$ cat src/rtl/rsv_station_pkg.sv
// rtl/rsv_station_pkg.sv - shared word/tag/opcode types and station sizing
package rsv_station_pkg;

  localparam int WORD_W     = 32;
  localparam int ROB_TAG_W  = 4;
  localparam int OPT_CODE_W = 6;
  localparam int RS_SIZE    = 16;
  localparam int RS_IDX_W   = $clog2(RS_SIZE);

  typedef logic [WORD_W-1:0]     WORD_TP;
  typedef logic [ROB_TAG_W-1:0]  ROB_IDX_TP;
  typedef logic [OPT_CODE_W-1:0] INST_OPT_TP;
  typedef logic [RS_IDX_W-1:0]   RS_IDX_TP;

  localparam ROB_IDX_TP ZERO_ROB_IDX = '0;
  localparam WORD_TP    ZERO_WORD    = '0;
  localparam logic      TRUE         = 1'b1;
  localparam logic      FALSE        = 1'b0;

endpackage

$ cat src/rtl/rs_pick.sv
// rtl/rs_pick.sv - lowest-index priority encoder over a request vector
module rs_pick
  import rsv_station_pkg::*;
#(
  parameter int N = 16,
  parameter int W = $clog2(N)
) (
  input  logic [N-1:0] i_req,
  output logic [W-1:0] o_idx,
  output logic         o_found
);

  // Walk from the top down so the lowest set bit is the last one written.
  always_comb begin
    o_idx   = '0;
    o_found = FALSE;
    for (int i = N - 1; i >= 0; i--) begin
      if (i_req[i]) begin
        o_idx   = W'(i);
        o_found = TRUE;
      end
    end
  end

endmodule

$ cat src/rtl/rsv_station.sv
// rtl/rsv_station.sv - ALU reservation station: buffer, CDB wakeup, in-order-by-index issue
module rsv_station
  import rsv_station_pkg::*;
#(
  parameter int RS_SIZE   = 16,
  parameter int ROB_IDX_W = 4,
  parameter int OPT_W     = 6
) (
  input  logic                 clk,
  input  logic                 rst,
  input  logic                 rdy,
  input  logic                 rb,
  output logic                 full,
  input  logic                 disp_ena,
  input  logic [OPT_W-1:0]     disp_opt,
  input  logic [ROB_IDX_W-1:0] disp_src1,
  input  logic [ROB_IDX_W-1:0] disp_src2,
  input  WORD_TP               disp_val1,
  input  WORD_TP               disp_val2,
  input  WORD_TP               disp_imm,
  input  logic [ROB_IDX_W-1:0] disp_rob_idx,
  input  logic                 cdb_alu_valid,
  input  logic [ROB_IDX_W-1:0] cdb_alu_src,
  input  WORD_TP               cdb_alu_val,
  input  logic                 cdb_ld_valid,
  input  logic [ROB_IDX_W-1:0] cdb_ld_src,
  input  WORD_TP               cdb_ld_val,
  output logic                 alu_ena,
  output logic [OPT_W-1:0]     alu_opt,
  output WORD_TP               alu_val1,
  output WORD_TP               alu_val2,
  output WORD_TP               alu_imm,
  output logic [ROB_IDX_W-1:0] alu_rob_idx
);

  localparam int IDX_W = $clog2(RS_SIZE);
  localparam logic [ROB_IDX_W-1:0] TAG0 = '0;

  logic [RS_SIZE-1:0]   r_busy;
  logic [OPT_W-1:0]     r_opt  [RS_SIZE];
  logic [ROB_IDX_W-1:0] r_src1 [RS_SIZE];
  logic [ROB_IDX_W-1:0] r_src2 [RS_SIZE];
  logic [ROB_IDX_W-1:0] r_rob  [RS_SIZE];
  WORD_TP               r_val1 [RS_SIZE];
  WORD_TP               r_val2 [RS_SIZE];
  WORD_TP               r_imm  [RS_SIZE];

  logic [RS_SIZE-1:0]   w_free;
  logic [RS_SIZE-1:0]   w_ready;
  logic [IDX_W:0]       w_free_cnt;
  logic [IDX_W-1:0]     w_free_idx;
  logic [IDX_W-1:0]     w_iss_idx;
  logic                 w_free_found;
  logic                 w_iss_found;
  logic [ROB_IDX_W-1:0] w_wr_src1;
  logic [ROB_IDX_W-1:0] w_wr_src2;
  WORD_TP               w_wr_val1;
  WORD_TP               w_wr_val2;

  function automatic logic cdb_hit(input logic [ROB_IDX_W-1:0] tag, input logic vld,
                                   input logic [ROB_IDX_W-1:0] src);
    return vld && (tag != TAG0) && (tag == src);
  endfunction

  assign w_free = ~r_busy;

  always_comb begin
    w_ready    = '0;
    w_free_cnt = '0;
    for (int i = 0; i < RS_SIZE; i++) begin
      w_ready[i] = r_busy[i] && (r_src1[i] == TAG0) && (r_src2[i] == TAG0);
      if (!r_busy[i]) w_free_cnt = w_free_cnt + (IDX_W + 1)'(1);
    end
  end

  // One write may already be in flight from dispatch, so flag full with one slot left.
  assign full = (w_free_cnt <= (IDX_W + 1)'(1));

  always_comb begin
    w_wr_src1 = disp_src1;
    w_wr_val1 = disp_val1;
    w_wr_src2 = disp_src2;
    w_wr_val2 = disp_val2;
    if (cdb_hit(disp_src1, cdb_alu_valid, cdb_alu_src)) begin
      w_wr_src1 = TAG0;
      w_wr_val1 = cdb_alu_val;
    end else if (cdb_hit(disp_src1, cdb_ld_valid, cdb_ld_src)) begin
      w_wr_src1 = TAG0;
      w_wr_val1 = cdb_ld_val;
    end
    if (cdb_hit(disp_src2, cdb_alu_valid, cdb_alu_src)) begin
      w_wr_src2 = TAG0;
      w_wr_val2 = cdb_alu_val;
    end else if (cdb_hit(disp_src2, cdb_ld_valid, cdb_ld_src)) begin
      w_wr_src2 = TAG0;
      w_wr_val2 = cdb_ld_val;
    end
  end

  rs_pick #(.N(RS_SIZE), .W(IDX_W)) u_pick_free (
    .i_req   (w_free),
    .o_idx   (w_free_idx),
    .o_found (w_free_found)
  );

  rs_pick #(.N(RS_SIZE), .W(IDX_W)) u_pick_issue (
    .i_req   (w_ready),
    .o_idx   (w_iss_idx),
    .o_found (w_iss_found)
  );

  always_ff @(posedge clk) begin
    if (rst) begin
      r_busy      <= '0;
      alu_ena     <= FALSE;
      alu_opt     <= '0;
      alu_val1    <= ZERO_WORD;
      alu_val2    <= ZERO_WORD;
      alu_imm     <= ZERO_WORD;
      alu_rob_idx <= '0;
    end else if (!rdy) begin
      alu_ena <= FALSE;
    end else if (rb) begin
      r_busy  <= '0;
      alu_ena <= FALSE;
    end else begin
      for (int i = 0; i < RS_SIZE; i++) begin
        if (r_busy[i]) begin
          if (cdb_hit(r_src1[i], cdb_alu_valid, cdb_alu_src)) begin
            r_src1[i] <= TAG0;
            r_val1[i] <= cdb_alu_val;
          end else if (cdb_hit(r_src1[i], cdb_ld_valid, cdb_ld_src)) begin
            r_src1[i] <= TAG0;
            r_val1[i] <= cdb_ld_val;
          end
          if (cdb_hit(r_src2[i], cdb_alu_valid, cdb_alu_src)) begin
            r_src2[i] <= TAG0;
            r_val2[i] <= cdb_alu_val;
          end else if (cdb_hit(r_src2[i], cdb_ld_valid, cdb_ld_src)) begin
            r_src2[i] <= TAG0;
            r_val2[i] <= cdb_ld_val;
          end
        end
      end

      alu_ena <= w_iss_found;
      if (w_iss_found) begin
        r_busy[w_iss_idx] <= FALSE;
        alu_opt           <= r_opt[w_iss_idx];
        alu_val1          <= r_val1[w_iss_idx];
        alu_val2          <= r_val2[w_iss_idx];
        alu_imm           <= r_imm[w_iss_idx];
        alu_rob_idx       <= r_rob[w_iss_idx];
      end

      // The free slot is never the issuing slot, so these writes cannot collide.
      if (disp_ena && w_free_found) begin
        r_busy[w_free_idx] <= TRUE;
        r_opt[w_free_idx]  <= disp_opt;
        r_src1[w_free_idx] <= w_wr_src1;
        r_src2[w_free_idx] <= w_wr_src2;
        r_val1[w_free_idx] <= w_wr_val1;
        r_val2[w_free_idx] <= w_wr_val2;
        r_imm[w_free_idx]  <= disp_imm;
        r_rob[w_free_idx]  <= disp_rob_idx;
      end
    end
  end

endmodule

$ cat config.mk
export PLATFORM = sky130hd
export DESIGN_NAME = rsv_station
export DESIGN_NICKNAME = d
export VERILOG_FILES = /design/src/rtl/rsv_station_pkg.sv /design/src/rtl/rs_pick.sv /design/src/rtl/rsv_station.sv
export SDC_FILE = /design/constraint.sdc
export NUM_CORES = 2
export LEC_CHECK = 0
export CAP_MARGIN = 25
export CORE_MARGIN = 1
export CORE_UTILIZATION = 40
export CTS_BUF_LIST = sky130_fd_sc_hd__clkbuf_8
export DETAILED_ROUTE_END_ITERATION = 6
export HOLD_SLACK_MARGIN = 0.08
export PLACE_DENSITY = 0.54
export SKIP_LAST_GASP = 1
export SLEW_MARGIN = 20
export SYNTH_ARGS = -nofsm -noshare
export SYNTH_HDL_FRONTEND = slang
export SYNTH_SLANG_ARGS = --single-unit
export TNS_END_PERCENT = 10
$ cat constraint.sdc
create_clock -name clk -period 16.8 [get_ports clk]
set_clock_uncertainty 0.05 [all_clocks]
set_input_delay 2.52 -clock clk [delete_from_list [all_inputs] [get_ports clk]]
set_output_delay 2.52 -clock clk [all_outputs]
set_load 0.005 [all_outputs]
* Yosys cells after proc, flatten, opt, wreduce, memory -nomap -nowiden
Memories as Yosys holds them, arrays and structs flattened. A register that Yosys moved wholly into a read port is not among the register bits.
Index checks and enable logic that the tools add are counted.
** Storage, ports and cells
- Register bits :: 17
- Bits in writable memories :: 1824
- Bits of input ports :: 193
- Output and inout port bits :: 108
- Logic and storage cells :: 989
- Memories :: 7
** Memory list
- r_imm :: depth 16, bits a word 32, read ports 1, clocked after memory_dff 1, wr ports 1, line rsv_station.sv:46 : WORD_TP r_imm [RS_SIZE];
- r_val1 :: depth 16, bits a word 32, read ports 1, clocked after memory_dff 1, wr ports 17, line rsv_station.sv:44 : WORD_TP r_val1 [RS_SIZE];
- r_val2 :: depth 16, bits a word 32, read ports 1, clocked after memory_dff 1, wr ports 17, line rsv_station.sv:45 : WORD_TP r_val2 [RS_SIZE];
- r_opt :: depth 16, bits a word 6, read ports 1, clocked after memory_dff 1, wr ports 1, line rsv_station.sv:40 : logic [OPT_W-1:0] r_opt [RS_SIZE];
- r_rob :: depth 16, bits a word 4, read ports 1, clocked after memory_dff 1, wr ports 1, line rsv_station.sv:43 : logic [ROB_IDX_W-1:0] r_rob [RS_SIZE];
- r_src1 :: depth 16, bits a word 4, read ports 16, clocked after memory_dff 0, wr ports 17, line rsv_station.sv:41 : logic [ROB_IDX_W-1:0] r_src1 [RS_SIZE];
- 1 more memories
** Cells by class
- $add $sub $neg :: 15
- Magnitude comparators :: 5
- Equal/unequal tests :: 68
- Multiplexer cells :: 583
- Bitwise logic cells :: 70
- Reduce and logical (&&, ||, !) cells :: 239
** Operators by type and width (number)
- 32-bit 2-to-1 mux :: 36
- 1-bit 2-to-1 mux :: 456
- 4-bit == test :: 68
- 4-bit 2-to-1 mux :: 68
- 1-bit logical AND :: 171
- 4-bit nonzero test :: 34
- 4-bit zero test :: 32
- 16-bit 2-to-1 mux :: 6
- 5-bit by 1-bit adder with 5-bit output, second input constant :: 15
- 5-bit 2-to-1 mux :: 15
- 1-bit bitwise OR :: 64
- 16-bit NOT :: 2
- 16-bit AND :: 1
- 16-bit bitwise OR :: 1
- 4-bit by 5-bit less-than comparator with 1-bit output, second input constant :: 2
- 1-bit demux with 4-bit select :: 2
- 4-bit by 1-bit >= comparator with 1-bit output, second input constant :: 2
- 5-bit by 1-bit <= comparator with 1-bit output, second input constant :: 1
- 3-bit AND reduction :: 1
- 3-bit OR reduction :: 1
- 1-bit NOT :: 2

* Logic depth before layout (Yosys ltp)
An unclocked memory read counts as a cell.
- Depth in word-level cells :: 33
- Mapped depth :: 49
- Mapped depth without buffers :: 47

* Hierarchy
Synthesis repeated with hierarchy kept, for this count alone.
** Second synthesis, totals
- Cell total of the unflattened synthesis :: 8146
- Area total of the unflattened synthesis :: 101946.5 um^2
** Modules (own cells, without submodules)
- rsv_station :: instances 1, cells each 8080, area each 101588.7 um^2, sequential area each 57234.9 um^2
- rs_pick :: instances 2, cells each 33, area each 178.9 um^2, sequential area each 0.0 um^2

* Least setup slack after synthesis
Ideal clock, no wire load.
- Kind :: flip-flop to output port
- Start :: reg r_busy[1]
- End :: out full
- Arrival time :: 8337 ps
- Required time :: 14230 ps
- Path slack :: 5893 ps
- Cell stages (with the launch flop) :: 45
- Buffers on the path :: 3
- Cells stage by stage :: dfxtp_1 -> clkbuf_1 -> inv_1 -> ha_1 -> buf_4 -> xnor2_2 -> buf_4 -> ha_1 -> nor2b_1 -> o2111a_1 -> a211oi_1 -> and2_1 -> inv_1 -> ha_1 -> nor2b_1 -> or4_1 -> o22ai_1 -> xnor2_1 -> (+9 left out) -> ha_1 -> xnor2_1 -> a21oi_1 -> o21ai_0 -> ha_1 -> xnor2_1 -> o32a_1 -> inv_2 -> a31o_2 -> ha_1 -> or2_2 -> o21ai_0 -> inv_1 -> ha_1 -> nor4b_2 -> nand2b_1 -> a31oi_1 -> mux2_4
** On the way
- Longest elaborated chain between the ends :: 30
** RTL lines
- from (decl) :: line rsv_station.sv:39 : logic [RS_SIZE-1:0] r_busy;
- from (signal assigned) :: line rsv_station.sv:114 : r_busy <= '0;
- from (signal assigned) :: line rsv_station.sv:124 : r_busy <= '0;
- from (signal, indexed assignment) :: line rsv_station.sv:148 : r_busy[w_iss_idx] <= FALSE;
- 5-bit 2-to-1 mux * :: line rsv_station.sv:72 : if (!r_busy[i]) w_free_cnt = w_free_cnt + (IDX_W + 1)'(1);
- 5-bit by 1-bit adder with 5-bit output :: line rsv_station.sv:72
- 5-bit 2-to-1 mux * :: line rsv_station.sv:72
- 5-bit by 1-bit adder with 5-bit output :: line rsv_station.sv:72
- 5-bit 2-to-1 mux * :: line rsv_station.sv:72
- 5-bit by 1-bit adder with 5-bit output :: line rsv_station.sv:72
- 5-bit 2-to-1 mux * :: line rsv_station.sv:72
- 5-bit by 1-bit adder with 5-bit output :: line rsv_station.sv:72
- (+14 left out)
- 5-bit 2-to-1 mux * :: line rsv_station.sv:72
- 5-bit by 1-bit adder with 5-bit output :: line rsv_station.sv:72
- 5-bit 2-to-1 mux * :: line rsv_station.sv:72
- 5-bit by 1-bit adder with 5-bit output :: line rsv_station.sv:72
- 5-bit 2-to-1 mux * :: line rsv_station.sv:72
- 5-bit by 1-bit adder with 5-bit output :: line rsv_station.sv:72
- 5-bit 2-to-1 mux * :: line rsv_station.sv:72
- 5-bit by 1-bit <= comparator with 1-bit output * :: line rsv_station.sv:77 : assign full = (w_free_cnt <= (IDX_W + 1)'(1));
- to (decl) :: line rsv_station.sv:13 : output logic full,
Every way passes the cells marked *; elsewhere a longest branch is shown, timed or not.

* Worst setup path in the final report
- Start :: reg r_busy[0]
- End :: out full
** On the way
- Longest elaborated chain between the ends :: 32
** RTL lines (line)
- 1-bit 2-to-1 mux * :: rsv_station.sv:72
- 5-bit by 1-bit adder with 5-bit output :: rsv_station.sv:72
- 5-bit 2-to-1 mux * :: rsv_station.sv:72
- 5-bit by 1-bit adder with 5-bit output :: rsv_station.sv:72
- 5-bit 2-to-1 mux * :: rsv_station.sv:72
- 5-bit by 1-bit adder with 5-bit output :: rsv_station.sv:72
- 5-bit 2-to-1 mux * :: rsv_station.sv:72
- 5-bit by 1-bit adder with 5-bit output :: rsv_station.sv:72
- (+16 left out)
- 5-bit 2-to-1 mux * :: rsv_station.sv:72
- 5-bit by 1-bit adder with 5-bit output :: rsv_station.sv:72
- 5-bit 2-to-1 mux * :: rsv_station.sv:72
- 5-bit by 1-bit adder with 5-bit output :: rsv_station.sv:72
- 5-bit 2-to-1 mux * :: rsv_station.sv:72
- 5-bit by 1-bit adder with 5-bit output :: rsv_station.sv:72
- 5-bit 2-to-1 mux * :: rsv_station.sv:72
- 5-bit by 1-bit <= comparator with 1-bit output * :: rsv_station.sv:77
Marked as above.

==> summary.md <==
| Metric | Value |
|---|---|
| # rows | `186` |
| Post-synthesis mux area share | `between 10% and 20%` |
| Fill cells | `approximately 24,000` |
| Final hold viol count | `0` |
| Instance count on the critical path | `45` |
| Vias | `86,454` |
| Synthesized area per cell | `10.2 um^2` |
| Synth Net Count | `10,392` |
| Tot Pwr | `around 11,000 uW` |
| Largest family of logic cells by synthesized area | `compound AO/OA/AOI/OAI gates` |
| Hold Buf Count CTS | `0` |
| RSZ-0062 raised after global routing | `false` |
| H-Tree Depth | `5` |
| Placeable Area | `~260,000 um^2` |
| Seq/Total Area, Yosys | `55.1%` |
| Fin. max-slew vios | `0` |
| Worst path max stage delay | `0.70 ns` |
| R2R Setup Slk | `10.13 ns` |
| VDD IR max | `0.0893 mV` |
| Number of flops mapped to enable cells by yosys | `about 1,800` |
| Seq cells post-synth | `1,947` |
| Vias in the first global route | `between 80,000 and 90,000` |
| Area leader, netlist | `edfxtp_1` |
| R2r startpoint | `r_src1[14][0]$_SDFFCE_PN0P_` |
| Slew headroom | `19.7%` |
| Effective utilization at floorplan | `40.4%` |
| Ys flop type | `edfxtp_1` |
| Power per cell area | `89.8 nW/um^2` |
| Synth Area in Compound Gates | `13.1%` |
| Fin Setup TNS | `0 ns` |
| Clk sinks | `1,947` |
| Most common cell on crit path | `ha_1` |
| Data required, critical path | `14.23 ns` |
| Final min period | `14.13 ns` |
| Cells after Synth | `10,183` |
| Initial antenna violation count | `31` |
| Grt ovf | `0` |
| Clock slew at reported path FFs | `0.06 ns` |
| Post-Synth Simple-Gate Area | `12.6%` |
| Worst setup endpoint | `full` |
| Outcome | `completed` |
| CTS Buf Count | `368` |
| Synth Area in Adders | `0.193%` |
| CP Launch Type | `register` |
| Final ANT Viol Nets | `0` |
| Period utilization | `84.1%` |
| Area grow syn2layout | `12.5%` |
| DR iter-0 viols | `12,278` |
| Top cells by area, synth | `edfxtp_1, mux2i_1, a21oi_1` |
| Post-CTS setup buffers | `0` |
| Skew-Pair Late Insertion Delay | `between 1 and 1.5 ns` |
| Crit-path max FO | `13` |
| Fmax | `0.0708 GHz` |
| HPWL after DPL | `between 200,000 and 250,000 um` |
| WL final | `454,000 um` |
| Root buffer cell | `clkbuf_8` |
| Die width | `512 um` |
| DRC Markers | `0` |
| Vias per cell | `between 6 and 7` |
| Cell variety after synth | `between 90 and 100` |
| Worst Hold Class | `reg -> reg` |
| Longest Clk Path Bufs | `4` |
| Mapped Area | `about 100,000 um^2` |
| PortBufs | `300` |
| Max-cap violation count | `0` |
| Worst R2R End | `alu_val2[20]$_SDFFE_PP0P_` |
| Avg WL per Cell | `32.9 um` |
| I/O pin cnt | `301` |
| Crit path kind | `reg -> out` |
| GP Congestion | `0.860` |
| Leak | `0.0389 uW` |
| Actual slew at the worst max-slew pin | `1.20 ns` |
| Reg2reg path depth | `16` |
| Final net count | `10,290` |
| Worst path top cell family by delay | `compound AO/OA/AOI/OAI gates` |
| Yosys top cell area share | `52.7%` |
| Post-cts sizing count | `0` |
| CTS tree | `yes` |
| Largest net degree at the start of global routing | `123` |
| Die Footprint | `roughly 260,000 um^2` |
| All-Layer GR Usage | `about a third` |
| # placed instances | `approximately 13,000` |
| WP buf/inv | `6` |
| Die Span Y | `between 500 and 600 um` |
| Layout cells sized above 1 | `9.67%` |
| Area share of xor/xnor cells in the synthesized design | `between 2 and 3%` |
| FFs w/ async S/R, synth | `0%` |
| Worst Path Arrival | `between 10 and 15 ns` |
| Crit-path slowest cell | `xnor2_2` |
| Final Non-Filler Cells | `13,770` |
| First-pass GRT wire length | `627,000 um` |
| Final Setup Violations | `0` |
| Critical Path Sink Type | `output pin` |
| Yosys warning total | `0` |
| Pre-Repair DR Iteration Count | `6` |
| Launch point of the worst path | `r_busy[0]$_SDFFE_PP0P_` |
## flip-flops by register name (all words and copies together) (netlist names), 64 cells and up
name    count
r_opt      96
r_imm     512
r_rob      64
r_src1     64
r_val2    512
r_val1    512
r_src2     64
## synthesized netlist by cell type, types with 5 or more instances
| library cell | instances |
|---|---|
| xnor2_1 | 164 |
| o221ai_1 | 38 |
| mux2_2 | 20 |
| nand4_1 | 36 |
| o211ai_1 | 5 |
| a2111oi_0 | 15 |
| a21oi_1 | 1457 |
| nor3_1 | 57 |
| a31o_2 | 7 |
| ha_1 | 16 |
| or4_1 | 62 |
| a311oi_1 | 8 |
| a211oi_1 | 74 |
| a221o_1 | 7 |
| buf_1 | 69 |
| o311ai_0 | 67 |
| nand2_1 | 1318 |
| a21boi_0 | 39 |
| o2111ai_1 | 20 |
| or3_1 | 55 |
| nor4_1 | 138 |
| o21ai_0 | 317 |
| clkbuf_1 | 953 |
| mux2i_1 | 1211 |
| nand2b_1 | 10 |
| o21ai_1 | 69 |
| inv_1 | 44 |
| nor4b_1 | 20 |
| xor2_1 | 139 |
| a22oi_1 | 16 |
| and3_1 | 63 |
| edfxtp_1 | 1824 |
| nor2_1 | 1173 |
| buf_2 | 83 |
| dfxtp_1 | 123 |
| a31oi_1 | 222 |
| o21a_1 | 5 |
| a32oi_1 | 9 |
| nand3_1 | 117 |
| nor2b_1 | 12 |
| and2_1 | 6 |
| nand4b_1 | 5 |
## report_power, final
group | total [uW] | internal [uW] | switching [uW]
clock | 4370 | 2240 | 2140
sequential | 5310 | 5300 | 2.75
combinational | 827 | 306 | 521
## worst min path at each step
| stage | startpoint | end | cells after the start |
|---|---|---|---|
| 3_5_place_dp | alu_rob_idx[0]$_SDFFE_PP0P_ | alu_rob_idx[0]$_SDFFE_PP0P_ | 2 |
| 3_3_place_gp | alu_opt[1]$_SDFFE_PP0P_ | alu_opt[1]$_SDFFE_PP0P_ | 2 |
| 4_1_cts | alu_rob_idx[0]$_SDFFE_PP0P_ | alu_rob_idx[0]$_SDFFE_PP0P_ | 2 |
| 5_1_grt | alu_val2[23]$_SDFFE_PP0P_ | alu_val2[23]$_SDFFE_PP0P_ | 2 |
| 2_1_floorplan | alu_imm[24]$_SDFFE_PP0P_ | alu_imm[24]$_SDFFE_PP0P_ | 2 |
| 6_report | alu_rob_idx[0]$_SDFFE_PP0P_ | alu_rob_idx[0]$_SDFFE_PP0P_ | 2 |
## metal layers
metal | track usage (%) | up-vias | part of all wire (%) | routed length (um)
met1 | 43.7 | 42607 | 39 | 176000
met5 | 0.365 | - | 0.024 | 107
met2 | 51.8 | 5768 | 44 | 201000
li1 | - | 36824 | - | -
met3 | 7.56 | 1239 | 11 | 51300
met4 | 17.7 | 16 | 5.7 | 25800
## tightest hold or removal path, cell delays in order (launching register included)
cell	delay, ns
dfxtp_1	0.32
o21ai_0	0.08
nor2_1	0.09
## metrics by stage
step                      util (%)  setup slack (ns)  cell area (um^2)  hold slack, ns
after floorplan                  -              5.89            104000           0.469
after global placement        42.7              3.61            110000           0.459
after detailed placement      42.7              3.78            110000           0.466
after CTS                     45.3              2.62            117000           0.484
after global routing          45.4              1.81            117000           0.511
final                         45.4              2.67            117000           0.476
## logic make-up (layout without fill, tap and decap cells)
logic type / Yosys count / after routing
buf+inv: 1162 / 1345
mux: 1232 / 1232
other cells: 0 / 20
simple gates: 3095 / 3095
fa+ha+maj: 16 / 16
flops: 1947 / 1947
compound gates: 2417 / 2417
xor+xnor: 314 / 314
## cells in the final DEF, fill, tap and decap left out, drive strengths merged, types with 20 or more instances in the layout
master	n
edfxtp	1824
a21oi	1459
nand2	1318
mux2i	1211
nor2	1175
clkbuf	407
o21ai	388
buf	358
clkdlybuf4s50	285
a31oi	222
inv	206
xnor2	171
xor2	141
nor4	140
dfxtp	123
nand3	117
clkinv	83
a211oi	74
o311ai	68
and3	63
or4	62
nor3	60
or3	55
a21boi	41
o221ai	38
nand4	36
mux2	21
nor4b	21
diode	20
o2111ai	20
## area by class of cell
type	count	area [um^2]	share of cell area (%)
repair buffers	643	5720	4.89
clock buffers	407	5600	4.79
well taps	3384	4230	3.62
clock inverters	248	1040	0.892
flip-flops and latches	1947	57200	48.9
diodes	20	50.0	0.0428
multi-input cells	7074	42900	36.7
inverters	47	195	0.167
Note: power is estimated with default switching activity, not from simulation.
